**config.mk**
```make
export PLATFORM = sky130hd
export DESIGN_NAME = flexcounter_multi
export DESIGN_NICKNAME = d
export VERILOG_FILES = /design/src/rtl/flexcounter_multi.sv
export SDC_FILE = /design/constraint.sdc
export NUM_CORES = 1
export LEC_CHECK = 0
export CAP_MARGIN = 20
export CORE_ASPECT_RATIO = 0.5
export CORE_MARGIN = 8
export CORE_UTILIZATION = 40
export CTS_BUF_LIST = sky130_fd_sc_hd__clkbuf_8
export DETAILED_ROUTE_END_ITERATION = 8
export PLACE_DENSITY = 0.68
export SLEW_MARGIN = 20
export SYNTH_ARGS = -nofsm -noshare
export SYNTH_HDL_FRONTEND = slang
export SYNTH_SLANG_ARGS = --single-unit
```
**constraint.sdc**
```tcl
create_clock -name clk -period 2.7 [get_ports clk]
set_clock_uncertainty 0.2 [all_clocks]
set_input_delay 0.27 -clock clk [delete_from_list [all_inputs] [get_ports clk]]
set_output_delay 0.27 -clock clk [all_outputs]
set_load 0.02 [all_outputs]
```
**src/rtl/flexcounter_multi.sv**
```systemverilog
// Multi-channel flex counter: NCHAN up/down, wrap/one-shot, cascadable counters on one shared prescaler.
// Latency: count/done update on the clock after an advance; strobe is registered one cycle after the terminal advance.
// No backpressure: channels advance only on their source event while enabled, not done and not clearing.
module flexcounter_multi #(
    parameter int NCHAN      = 4,
    parameter int COUNTSIZE  = 1024,
    parameter int COUNTWIDTH = $clog2(COUNTSIZE),
    parameter int PRESCALE   = 1
) (
    input  logic                        clk,
    input  logic                        nRST,
    input  logic [NCHAN-1:0]            enableCounter,
    input  logic [NCHAN-1:0]            clear,
    input  logic [NCHAN-1:0]            countDown,
    input  logic [NCHAN-1:0]            oneShot,
    input  logic [NCHAN-1:0]            cascade,
    input  logic [NCHAN*COUNTWIDTH-1:0] maxCount,
    output logic [NCHAN*COUNTWIDTH-1:0] count,
    output logic [NCHAN-1:0]            strobe,
    output logic [NCHAN-1:0]            done,
    output logic                        tick
);

    localparam int W = COUNTWIDTH;

    // Channel 0 always runs from the prescaler, so its cascade bit has no meaning.
    logic unused_cascade0;
    assign unused_cascade0 = cascade[0];

    if (PRESCALE == 1) begin : g_no_prescale
        assign tick = 1'b1;
    end else begin : g_prescale
        localparam int PSW = $clog2(PRESCALE);
        localparam logic [PSW-1:0] PS_LAST = PSW'(PRESCALE - 1);
        logic [PSW-1:0] ps_cnt;

        // Free-running prescaler, independent of any channel enable.
        always_ff @(posedge clk or negedge nRST) begin
            if (!nRST) begin
                ps_cnt <= '0;
            end else if (ps_cnt == PS_LAST) begin
                ps_cnt <= '0;
            end else begin
                ps_cnt <= ps_cnt + PSW'(1);
            end
        end

        assign tick = (ps_cnt == PS_LAST);
    end

    for (genvar i = 0; i < NCHAN; i++) begin : g_ch
        logic [W-1:0] cnt_q;
        logic [W-1:0] max_c;
        logic         done_q;
        logic         strobe_q;
        logic         src;
        logic         adv;
        logic         at_end;
        logic         term;

        assign max_c = maxCount[i*W +: W];

        // Cascaded channels take the predecessor's same-cycle terminal event so chains ripple in one clock.
        if (i == 0) begin : g_src_first
            assign src = tick;
        end else begin : g_src_chain
            assign src = cascade[i] ? g_ch[i-1].term : tick;
        end

        // Up uses >= so lowering maxCount below the current count wraps on the next advance.
        assign at_end = countDown[i] ? (cnt_q == '0) : (cnt_q >= max_c);
        assign adv    = src & enableCounter[i] & ~done_q & ~clear[i];
        assign term   = adv & at_end;

        // Count/done/strobe update: clear wins, then terminal handling, then plain step.
        always_ff @(posedge clk or negedge nRST) begin
            if (!nRST) begin
                cnt_q    <= '0;
                done_q   <= 1'b0;
                strobe_q <= 1'b0;
            end else begin
                strobe_q <= term;
                if (clear[i]) begin
                    cnt_q  <= countDown[i] ? max_c : '0;
                    done_q <= 1'b0;
                end else if (adv) begin
                    if (at_end) begin
                        if (oneShot[i]) begin
                            done_q <= 1'b1;
                        end else begin
                            cnt_q <= countDown[i] ? max_c : '0;
                        end
                    end else begin
                        cnt_q <= countDown[i] ? (cnt_q - W'(1)) : (cnt_q + W'(1));
                    end
                end
            end
        end

        assign count[i*W +: W] = cnt_q;
        assign strobe[i]       = strobe_q;
        assign done[i]         = done_q;
    end

endmodule
```
# Yosys cells after proc, flatten, opt, wreduce, memory -nomap -nowiden
# Cells that the tools add are included.
totals:
  regBits: 48
  latchBits: 0
  ram_bits: 0
  romBits: 0
  inputBits: 62
  output_inout_bits: 49
  wordCells: 122
  memories: 0
op_classes:
  addsub: 8
  mul: 0
  div: 0
  magnitude_cmp: 4
  n_eq_ne: 4
  n_shift: 0
  mux: 47
  n_bitwise: 23
  reduce_logical: 24
ops:
  columns: ["operator", "count"]
  rows:
  - ["$mux 10", 24]
  - ["$add 10x1->10 const B", 4]
  - ["$ge 10x10->1", 4]
  - ["$logic_not 10->1", 4]
  - ["$sub 10x1->10 const B", 4]
  - ["$reduce_bool 2->1", 12]
  - ["$mux 1", 23]
  - ["$and 1x1->1", 15]
  - ["$ne 3x3->1 const B", 4]
  - ["$reduce_and 3->1", 4]
  - ["$not 1->1", 8]
  - ["$reduce_and 2->1", 4]

# Longest topological paths before layout
# Gate-level depths: netlist of run 1.
logic_depth:
  ltp_word: 20
  ltp_mapped: 12
  mapped_depth_nobuf: 11

# Worst setup path after synthesis of run 1
# OpenSTA, ideal clock, no wires.
synth_path:
  path_type: "reg2reg"
  from: "register g_ch[1].cnt_q[1]"
  to: "register g_ch[1].cnt_q[9]"
  setup_ns: 0.126
  arrival_ns: 2.678
  slack_ns: -0.304
  stages_incl_launch_ff: 10
  synth_period_minus_slack_ns: 3.004
  path_cell_list: "dfrtp_1 ha_1 a21o_1 a21oi_1 o21ai_0 a2111oi_0 o31ai_1 xnor2_1 mux2_2 a221o_1"
synth_via:
  elab_chain_len: 5
  word_cells_on_any_way: 11
synth_lines:
  columns: ["item", "line_no", "text"]
  rows:
  - ["start, declared", "52", "logic [W-1:0] cnt_q;"]
  - ["start signal, assigned", "84", "cnt_q <= countDown[i] ? max_c : '0;"]
  - ["start signal, assigned", "91", "cnt_q <= countDown[i] ? max_c : '0;"]
  - ["start signal, assigned", "94", "cnt_q <= countDown[i] ? (cnt_q - W'(1)) : (cnt_q + W'(1));"]
  - ["$add 10x1->10 (tied with other cells)", "94", null]
  - ["$mux 10 / $mux 1 (equally long branches)", "94, 71", null]
  - ["$mux 10", "87", "if (at_end) begin"]
  - ["$mux 10", "86", "end else if (adv) begin"]
  - ["$mux 10", "83", "if (clear[i]) begin"]
# Parallel ways exist; a longest one is shown, timed or not. The select of a mux whose other input is x is not followed.
# A chain may end at the register's enable or synchronous reset.

# Worst setup path after layout of run 1
layout_path:
  from: "register g_ch[1].cnt_q[7]"
  to: "register g_ch[2].cnt_q[2]"
layout_via:
  elab_chain_len: 9
  word_cells_on_any_way: 10
layout_lines:
  columns: ["item", "line_no", "text"]
  rows:
  - ["$ge 10x10->1 / $logic_not 10->1 (equally long branches)", "71", "assign at_end = countDown[i] ? (cnt_q == '0) : (cnt_q >= max_c);"]
  - ["$mux 1 (*)", "71", null]
  - ["$and 1x1->1 (*)", "73", "assign term = adv & at_end;"]
  - ["via g_ch[1].term", "59", "logic term;"]
  - ["$mux 1 (*)", "67", "assign src = cascade[i] ? g_ch[i-1].term : tick;"]
  - ["$and 1x1->1 (*) (3 in a row)", "72", "assign adv = src & enableCounter[i] & ~done_q & ~clear[i];"]
  - ["$reduce_bool 2->1 (no source line) (*)", null, null]
  - ["$reduce_and 2->1 (no source line) (*)", null, null]
  - ["end signal, assigned", "84", null]
  - ["end signal, assigned", "91", null]
  - ["end signal, assigned", "94", null]
  - ["end, declared", "52", null]
# The timed path passes the listed nets; every way through them passes the cells marked *.

==> results of run 1 <==
## how the worst min path moves through the flow
| stage | start | cells after the start | to | slack (ns) |
|---|---|---|---|---|
| floorplan | nRST | 0 | g_ch[0].cnt_q[0]$_DFFE_PN0P_ | -0.23 |
| global placement | nRST | 1 | g_ch[2].cnt_q[3]$_DFFE_PN0P_ | 0.07 |
| detailed placement | nRST | 1 | g_ch[2].cnt_q[3]$_DFFE_PN0P_ | 0.08 |
| CTS | nRST | 2 | g_ch[2].cnt_q[3]$_DFFE_PN0P_ | 0.26 |
| global route | maxCount[26] | 4 | g_ch[2].cnt_q[6]$_DFFE_PN0P_ | 0.18 |
| finish | maxCount[26] | 4 | g_ch[2].cnt_q[6]$_DFFE_PN0P_ | 0.16 |
## power by group through the flow
stage,clock (W),combinational [W],sequential (W)
after floorplan,0,0.00240,0.00167
after global placement,0,0.00495,0.00123
after detailed placement,0,0.00508,0.00125
after CTS,0.000514,0.00534,0.00124
after global routing,0.000539,0.00624,0.00128
final,0.000501,0.00574,0.00125
## sequential cells by signal, summed over array words and instances (netlist names)
| name | count |
|---|---|
| g_ch.cnt_q | 40 |
| g_ch.strobe_q | 4 |
| g_ch.done_q | 4 |
## Yosys cell counts, types with 4 or more instances
master and instances:
sky130_fd_sc_hd__o31ai_1 9, sky130_fd_sc_hd__buf_4 10, sky130_fd_sc_hd__nor2_1 28, sky130_fd_sc_hd__nor3_1 17, sky130_fd_sc_hd__dfrtp_1 48, sky130_fd_sc_hd__nand3_1 14
sky130_fd_sc_hd__a211o_1 4, sky130_fd_sc_hd__a31oi_1 6, sky130_fd_sc_hd__xnor2_1 15, sky130_fd_sc_hd__a211oi_1 9, sky130_fd_sc_hd__ha_1 72, sky130_fd_sc_hd__clkbuf_1 6
sky130_fd_sc_hd__o21ai_0 37, sky130_fd_sc_hd__o21a_1 5, sky130_fd_sc_hd__mux2_2 15, sky130_fd_sc_hd__nand2_1 46, sky130_fd_sc_hd__fa_1 4, sky130_fd_sc_hd__a21o_1 10
sky130_fd_sc_hd__mux2_4 7, sky130_fd_sc_hd__xor2_1 8, sky130_fd_sc_hd__nor2b_1 7, sky130_fd_sc_hd__nand2b_1 14, sky130_fd_sc_hd__nor4_1 10, sky130_fd_sc_hd__a21oi_1 45
sky130_fd_sc_hd__inv_1 64, sky130_fd_sc_hd__o211ai_1 6, sky130_fd_sc_hd__nand4_1 7
## worst register-to-register path: cells and delay by family (launching register included)
kind            cells  cell delay, ns
compound gates      4            0.73
simple gates        2            0.67
flops               1            0.44
buf+inv             3            0.33
mux                 1            0.31
fa+ha+maj           1            0.16
## kinds of logic after synthesis
logic type,count (synthesis),synth area share [%]
xor+xnor,23,3.94
compound gates,172,23.3
simple gates,163,16.6
other cells,1,0.0734
mux,25,5.95
fa+ha+maj,76,19.2
flops,48,23.5
buf+inv,89,7.49
## layout make-up
| cell class | count | area share (%) |
|---|---|---|
| multi-input cells | 460 | 49.2 |
| repair buffers | 272 | 29.1 |
| flip-flops and latches | 48 | 14.8 |
| inverters | 67 | 3.09 |
| well taps | 170 | 2.59 |
| clock buffers | 6 | 1.00 |
| clock inverters | 2 | 0.183 |
## through the flow
stage / area (um2) / hold WS [ns]
after detailed placement: 7480 / 0.0802
final: 8220 / 0.161
after global routing: 8220 / 0.176
after CTS: 7940 / 0.260
after floorplan: 5200 / -0.226
after global placement: 7480 / 0.0718
## routing by layer
metal | GRT usage (%) | wire (um) | vias up
met5 | 0 | 0 | -
met2 | 33.9 | 8180 | 132
met1 | 23.5 | 7650 | 2610
li1 | - | - | 2686
met4 | 4.98 | 252 | 0
met3 | 3.21 | 737 | 28
## timing repair
action                                 in CTS  in global routing
hold buffers                                1                  0
setup buffers                              12                  6
pin swaps                                  31                 37
setup endpoints to repair                  38                 42
gates cloned                                3                  0
resized for setup                          63                 83
endpoints found under the hold margin      20                  0
==> results.yml, run 1 <==
status:
  run_status: "finished with violations"
  violations: "negative setup slack"
routing:
  viasPerCell: 5.32
  drt_iter0_markers: 274
  drc_violations_left: 0
  ant_nets: 0
  postRouteWirelength_mm: 16.8
  wire_per_inst_um: 16.4
  detailed_routing_iterations_pass_1: 5
  dr_total_vias: 5456
placement:
  hpwlAfterDp_mm: 12.5
  place_ws_ns: -0.748
  gp_congestion: 0.834
  port_buffers: 108
  dpl.cell_count: 999
floorplanning:
  die_w_um: 176
  placeableCoreArea_um2: 12600
  ioPinCount: 111
  fp-row-count: 29
  start_util_pct: 40.7
  die_h_um: 95.9
  design.die.area_um2: 16900
final_layout:
  insertedDiodeCount: 0
  drive_gt1_share_pct: 34.5
  regArea_um2: 1220
  multiInputGateArea_um2: 4050
  finalNetCount: 992
  post_layout_nonfiller_instances: 1025
  layout_common_cells: "146 x sky130_fd_sc_hd__buf_4, 95 x sky130_fd_sc_hd__clkdlybuf4s50_1, 62 x sky130_fd_sc_hd__ha_1, 58 x sky130_fd_sc_hd__inv_1, 40 x sky130_fd_sc_hd__nand2_1"
  final_core_util_pct: 65.5
  layout.cells.most_common: "sky130_fd_sc_hd__buf_4"
  area_delta_synth_final_pct: 60.9
  final.fill_count: 1053
sta:
  final-hold-violation-count: 0
  timing_max_transition_violations_final: 0
  timing.final.ws_setup_ns: -0.238
  setup_viol: 40
  finalCriticalPeriod_ns: 2.94
  post-route-period-util_pct: 109
  max_slew_margin_pct: 51.0
  timing.setup.tns_ns: -5.10
  worstMarginPinSlew_ns: 0.725
  achievable-frequency_mhz: 340
  rsz0062_at_grt: "yes"
logic_synthesis:
  synth_area_um2: 5110
  synth_cell_type_count: 76
  syn_avg_cell_area_um2: 8.56
  ys_seq_elements: 48
  share_of_async_settable_or_async_resettable_flops_after_synthesis_pct: 100
  synth_fp_nets: 735
  ys_dominant_reg_cell: "sky130_fd_sc_hd__dfrtp_1"
  synth_cells: 597
  synth_largest_type_area_fraction_pct: 23.5
  synth.area.top_cells: "sky130_fd_sc_hd__dfrtp_1 24%, sky130_fd_sc_hd__ha_1 18%, sky130_fd_sc_hd__inv_1 4.7%"
  synth-edff-count: 0
  synth_top_cell_by_area: "sky130_fd_sc_hd__dfrtp_1"
  synth.yosys.seq_area_share_pct: 23.5
  ys.warnings.count: 0
global_route:
  grt_first_pass_wirelength_mm: 26.5
  grt_antenna_before_repair: 0
  grt_remaining_overflow: 0
  pin_count_of_the_biggest_net_entering_global_routing: 23
  number_of_global_route_vias_before_repair: 5623
  track_usage_pct: 18.9
clock_tree:
  worst_skew_pair.late_latency_ns: 0.32
  clk_transition_reported_paths_ns: 0.11
  cts_buffers: 5
  cts_root_buf: "sky130_fd_sc_hd__clkbuf_8"
  cts_tree: "built"
  cts-htree-levels: 2
  cts.sink_count: 48
  cts_max_path_buffers: 2
setup_path:
  timing.critical_path.mode_cell: "sky130_fd_sc_hd__buf_6"
  path_delay_family: "compound AO/OA/AOI/OAI gates"
  timing.critical_path.fanout_max: 5
  path_depth: 11
  slowest_delay_ns: 0.54
  crit_type: "flip-flop to flip-flop"
  crit_end: "g_ch[2].cnt_q[2]$_DFFE_PN0P_"
  start_kind: "flip-flop"
  critical_path.n_buffers_inverters: 3
  minimum_setup_slack_among_reg_to_reg_paths_ns: -0.24
  reg2reg_from: "g_ch[1].cnt_q[7]$_DFFE_PN0P_"
  crit_path_end_kind: "flip-flop"
  worst_ep_arrival_time_ns: 2.95
  ff2ff_path_depth: 11
  slowest_stage: "sky130_fd_sc_hd__or4_4"
  timing.critical_path.cells: "ha_4 > or4_4 > a21oi_4 > o211ai_1 > nand3b_2 > a21o_4 > buf_6 > inv_4 > a211oi_4 > buf_6 > mux2_4"
  reg2reg_to: "g_ch[2].cnt_q[2]$_DFFE_PN0P_"
  crit_path_start: "g_ch[1].cnt_q[7]$_DFFE_PN0P_"
  required_ns: 2.71
power:
  power.share.combinational_pct: 76.6
  pwr-share-seq_pct: 16.7
  switching_share_pct: 43.6
  design_power_total_w: 0.00750
  switching_power_w: 0.00327
  power.share.clock_pct: 6.7
  total_power_per_unit_cell_area_nw_per_um2: 911
  power_leakage_nw: 3.86
  internal-power_w: 0.00423
  maximum_vdd_drop_mv: 0.421
flow_run:
  cap_violations: 0
hold_path:
  worst_hold_path_type: "input pin to flip-flop"
No activity file was read; power rests on OpenSTA's default activity.
==> inputs of run 2 (changes only) <==
--- a/config.mk
+++ b/config.mk
@@ -10,9 +10,9 @@
 export CORE_MARGIN = 8
 export CORE_UTILIZATION = 40
 export CTS_BUF_LIST = sky130_fd_sc_hd__clkbuf_8
+export CTS_CLUSTER_SIZE = 40
 export DETAILED_ROUTE_END_ITERATION = 8
 export PLACE_DENSITY = 0.68
-export SLEW_MARGIN = 20
 export SYNTH_ARGS = -nofsm -noshare
 export SYNTH_HDL_FRONTEND = slang
 export SYNTH_SLANG_ARGS = --single-unit
==> results of run 2 <==
No change in the layout: final DEF, timing and power equal those of run 1.
==> inputs of run 3 (changes only) <==
--- a/config.mk
+++ b/config.mk
@@ -12,7 +12,8 @@
 export CTS_BUF_LIST = sky130_fd_sc_hd__clkbuf_8
 export CTS_CLUSTER_SIZE = 40
 export DETAILED_ROUTE_END_ITERATION = 8
-export PLACE_DENSITY = 0.68
+export DONT_BUFFER_PORTS = 1
+export MAX_ROUTING_LAYER = met4
 export SYNTH_ARGS = -nofsm -noshare
 export SYNTH_HDL_FRONTEND = slang
 export SYNTH_SLANG_ARGS = --single-unit
==> run 3 against run 2 <==
Compared with the run above:
- the flow still finishes with violations (negative setup slack)
- cell area decreased by 17%
- register-to-register slack gained 0.04 ns
- sequential power is essentially flat
- die area did not move
- power is 14% lower
- critical path depth decreased by 2
- core utilization shrank 11 points
- maximum frequency grew 1.2%
- worst hold slack got worse by 0.15 ns
- first-iteration DRC count fell by 38%
- non-clock buffer count fell by 135
- critical path type unchanged
- highest routed layer unchanged
==> results.yml, run 3 (synthesis gave the netlist of run 1 again) <==
routing:
  viasPerCell: 5.30
  wire_per_inst_um: 16.6
  drc_violations_left: 0
  drt_iter0_markers: 171
  detailed_routing_iterations_pass_1: 4
  ant_nets: 0
  postRouteWirelength_mm: 14.8
  dr_total_vias: 4713
setup_path:
  timing.critical_path.fanout_max: 8
  start_kind: "flip-flop"
  crit_type: "flip-flop to flip-flop"
  required_ns: 2.70
  crit_path_end_kind: "flip-flop"
  ff2ff_path_depth: 9
  worst_ep_arrival_time_ns: 2.90
  reg2reg_from: "g_ch[0].cnt_q[9]$_DFFE_PN0P_"
  crit_path_start: "g_ch[0].cnt_q[9]$_DFFE_PN0P_"
final_layout:
  finalNetCount: 857
  final.fill_count: 1158
  drive_gt1_share_pct: 30.8
  insertedDiodeCount: 0
  layout.cells.most_common: "sky130_fd_sc_hd__buf_4"
  layout_common_cells: "102 x sky130_fd_sc_hd__buf_4, 63 x sky130_fd_sc_hd__inv_1, 63 x sky130_fd_sc_hd__ha_1, 44 x sky130_fd_sc_hd__nand2_1, 39 x sky130_fd_sc_hd__a21oi_1"
  area_delta_synth_final_pct: 33.8
  reg_top3: "g_ch.cnt_q: 40 flops, g_ch.done_q: 4 flops, g_ch.strobe_q: 4 flops"
  registers.top_by_ff_count: "g_ch.cnt_q"
  flip_flop_count_of_the_largest_register_all_copies_and_words_added: 40
  post_layout_nonfiller_instances: 890
hold_path:
  worstHoldStart: "maxCount[5]"
  worstHoldPathCells: 3
  worst_hold_path_type: "input pin to flip-flop"
power:
  power_leakage_nw: 3.21
  switching_power_w: 0.00291
  maximum_vdd_drop_mv: 0.513
  total_power_per_unit_cell_area_nw_per_um2: 943
  internal-power_w: 0.00354
  power.share.combinational_pct: 72.1
  power.share.clock_pct: 8.6
  pwr-share-seq_pct: 19.4
  switching_share_pct: 45.1
clock_tree:
  cts-htree-levels: 2
  cts_buffers: 5
  worst_skew_pair.late_latency_ns: 0.31
  clk_transition_reported_paths_ns: 0.10
  cts.sink_count: 48
  cts_root_buf: "sky130_fd_sc_hd__clkbuf_8"
  cts_tree: "built"
  cts_max_path_buffers: 2
global_route:
  track_usage_pct: 17.8
  number_of_global_route_vias_before_repair: 4861
  grt_remaining_overflow: 0
  grt_antenna_before_repair: 0
  pin_count_of_the_biggest_net_entering_global_routing: 49
  grt_first_pass_wirelength_mm: 23.9
placement:
  gp_congestion: 0.855
  place_ws_ns: -0.315
  hpwlAfterDp_mm: 11.1
  port_buffers: 0
  dpl.cell_count: 841
floorplanning:
  die_w_um: 176
  ioPinCount: 111
  die_h_um: 95.9
  design.die.area_um2: 16900
  fp-row-count: 29
  placeableCoreArea_um2: 12600
  start_util_pct: 40.7
sta:
  max_slew_margin_pct: 51.9
  timing_max_transition_violations_final: 0
  timing.setup.tns_ns: -3.20
  final-hold-violation-count: 0
  worstMarginPinSlew_ns: 0.712
  rsz0062_at_grt: "yes"
  finalCriticalPeriod_ns: 2.90
  post-route-period-util_pct: 108
  achievable-frequency_mhz: 344
  setup_viol: 21
  timing.final.ws_setup_ns: -0.203
flow_run:
  cap_violations: 0
status:
  run_status: "finished with violations"
  violations: "negative setup slack"
run 3: cell count changes in the layout (fill, tap and decap cells not counted), sizes merged:
| cell | delta |
|---|---|
| dlygate4sd3 | +23 |
| bufinv | +1 |
| clkbuf | -1 |
| dlygate4sd2 | -7 |
| clkdlybuf4s50 | -95 |
| clkinv | +1 |
| dlymetal6s2s | -5 |
| clkinvlp | -1 |
| buf | -51 |
run 3: worst paths after layout:
check / endpoint / slack, ns
hold reg to reg: g_ch[1].done_q$_DFFE_PN0P_ / 0.37
setup / recovery: g_ch[3].cnt_q[1]$_DFFE_PN0P_ / -0.20
setup reg to reg: g_ch[3].cnt_q[1]$_DFFE_PN0P_ / -0.20
min in group asynchronous: g_ch[3].cnt_q[3]$_DFFE_PN0P_ / 0.28
max in group asynchronous: g_ch[0].cnt_q[9]$_DFFE_PN0P_ / 1.79
hold / removal: g_ch[0].cnt_q[5]$_DFFE_PN0P_ / 0.01
run 3: through the flow:
stage | total power [W] | hold slack, ns | utilization [%] | instance area (um2)
final | 0.00645 | 0.0103 | 54.5 | 6840
after global routing | 0.00703 | -0.00487 | 54.5 | 6840
after CTS | 0.00630 | 0.000848 | 53.0 | 6660
after detailed placement | 0.00541 | -0.222 | 47.9 | 6020
after global placement | 0.00532 | -0.223 | 47.9 | 6020
after floorplan | 0.00407 | -0.226 | - | 5200
run 3: critical path, cell delays in order (launching register included):
cell,delay (ns)
sky130_fd_sc_hd__dfrtp_2,0.44
sky130_fd_sc_hd__ha_4,0.27
sky130_fd_sc_hd__nand4_1,0.13
sky130_fd_sc_hd__a211oi_2,0.21
sky130_fd_sc_hd__a21oi_2,0.07
sky130_fd_sc_hd__a2111o_1,0.42
sky130_fd_sc_hd__a21o_4,0.24
sky130_fd_sc_hd__a211o_1,0.31
sky130_fd_sc_hd__nand2_4,0.18
sky130_fd_sc_hd__mux2_4,0.31
run 3: repair_timing:
action | CTS | global route
hold buffers | 25 | 0
cloned | 0 | 1
endpoints found under the hold margin | 65 | 0
buffers inserted | 10 | 7
resized for setup | 39 | 37
setup endpoints to repair | 40 | 38
pin swaps | 25 | 17
run 3: per-layer routing:
metal  GRT usage, %  vias up  part of all wire (%)
li1               -     2413                     -
met1           20.9     2217                    45
met2           31.5       67                    50
met3           3.29       16                   3.6
met4           4.20        0                   1.6
met5              -        -                     0
run 3: power groups by stage:
stage	clock (W)	sequential [W]	combinational, W
global placement	0	0.00125	0.00408
global route	0.000602	0.00129	0.00514
finish	0.000552	0.00125	0.00465
CTS	0.000575	0.00125	0.00447
detailed placement	0	0.00126	0.00416
floorplan	0	0.00167	0.00240
run 3: cell type report:
type	count	area, um2	area share [%]
sequential	48	1220	17.8
timing repair buffer	137	1150	16.9
tap	170	213	3.11
clock buffer	5	68.8	1.01
clock inverter	3	42.5	0.622
inverter	67	254	3.71
multi-input combinational	460	3890	56.9
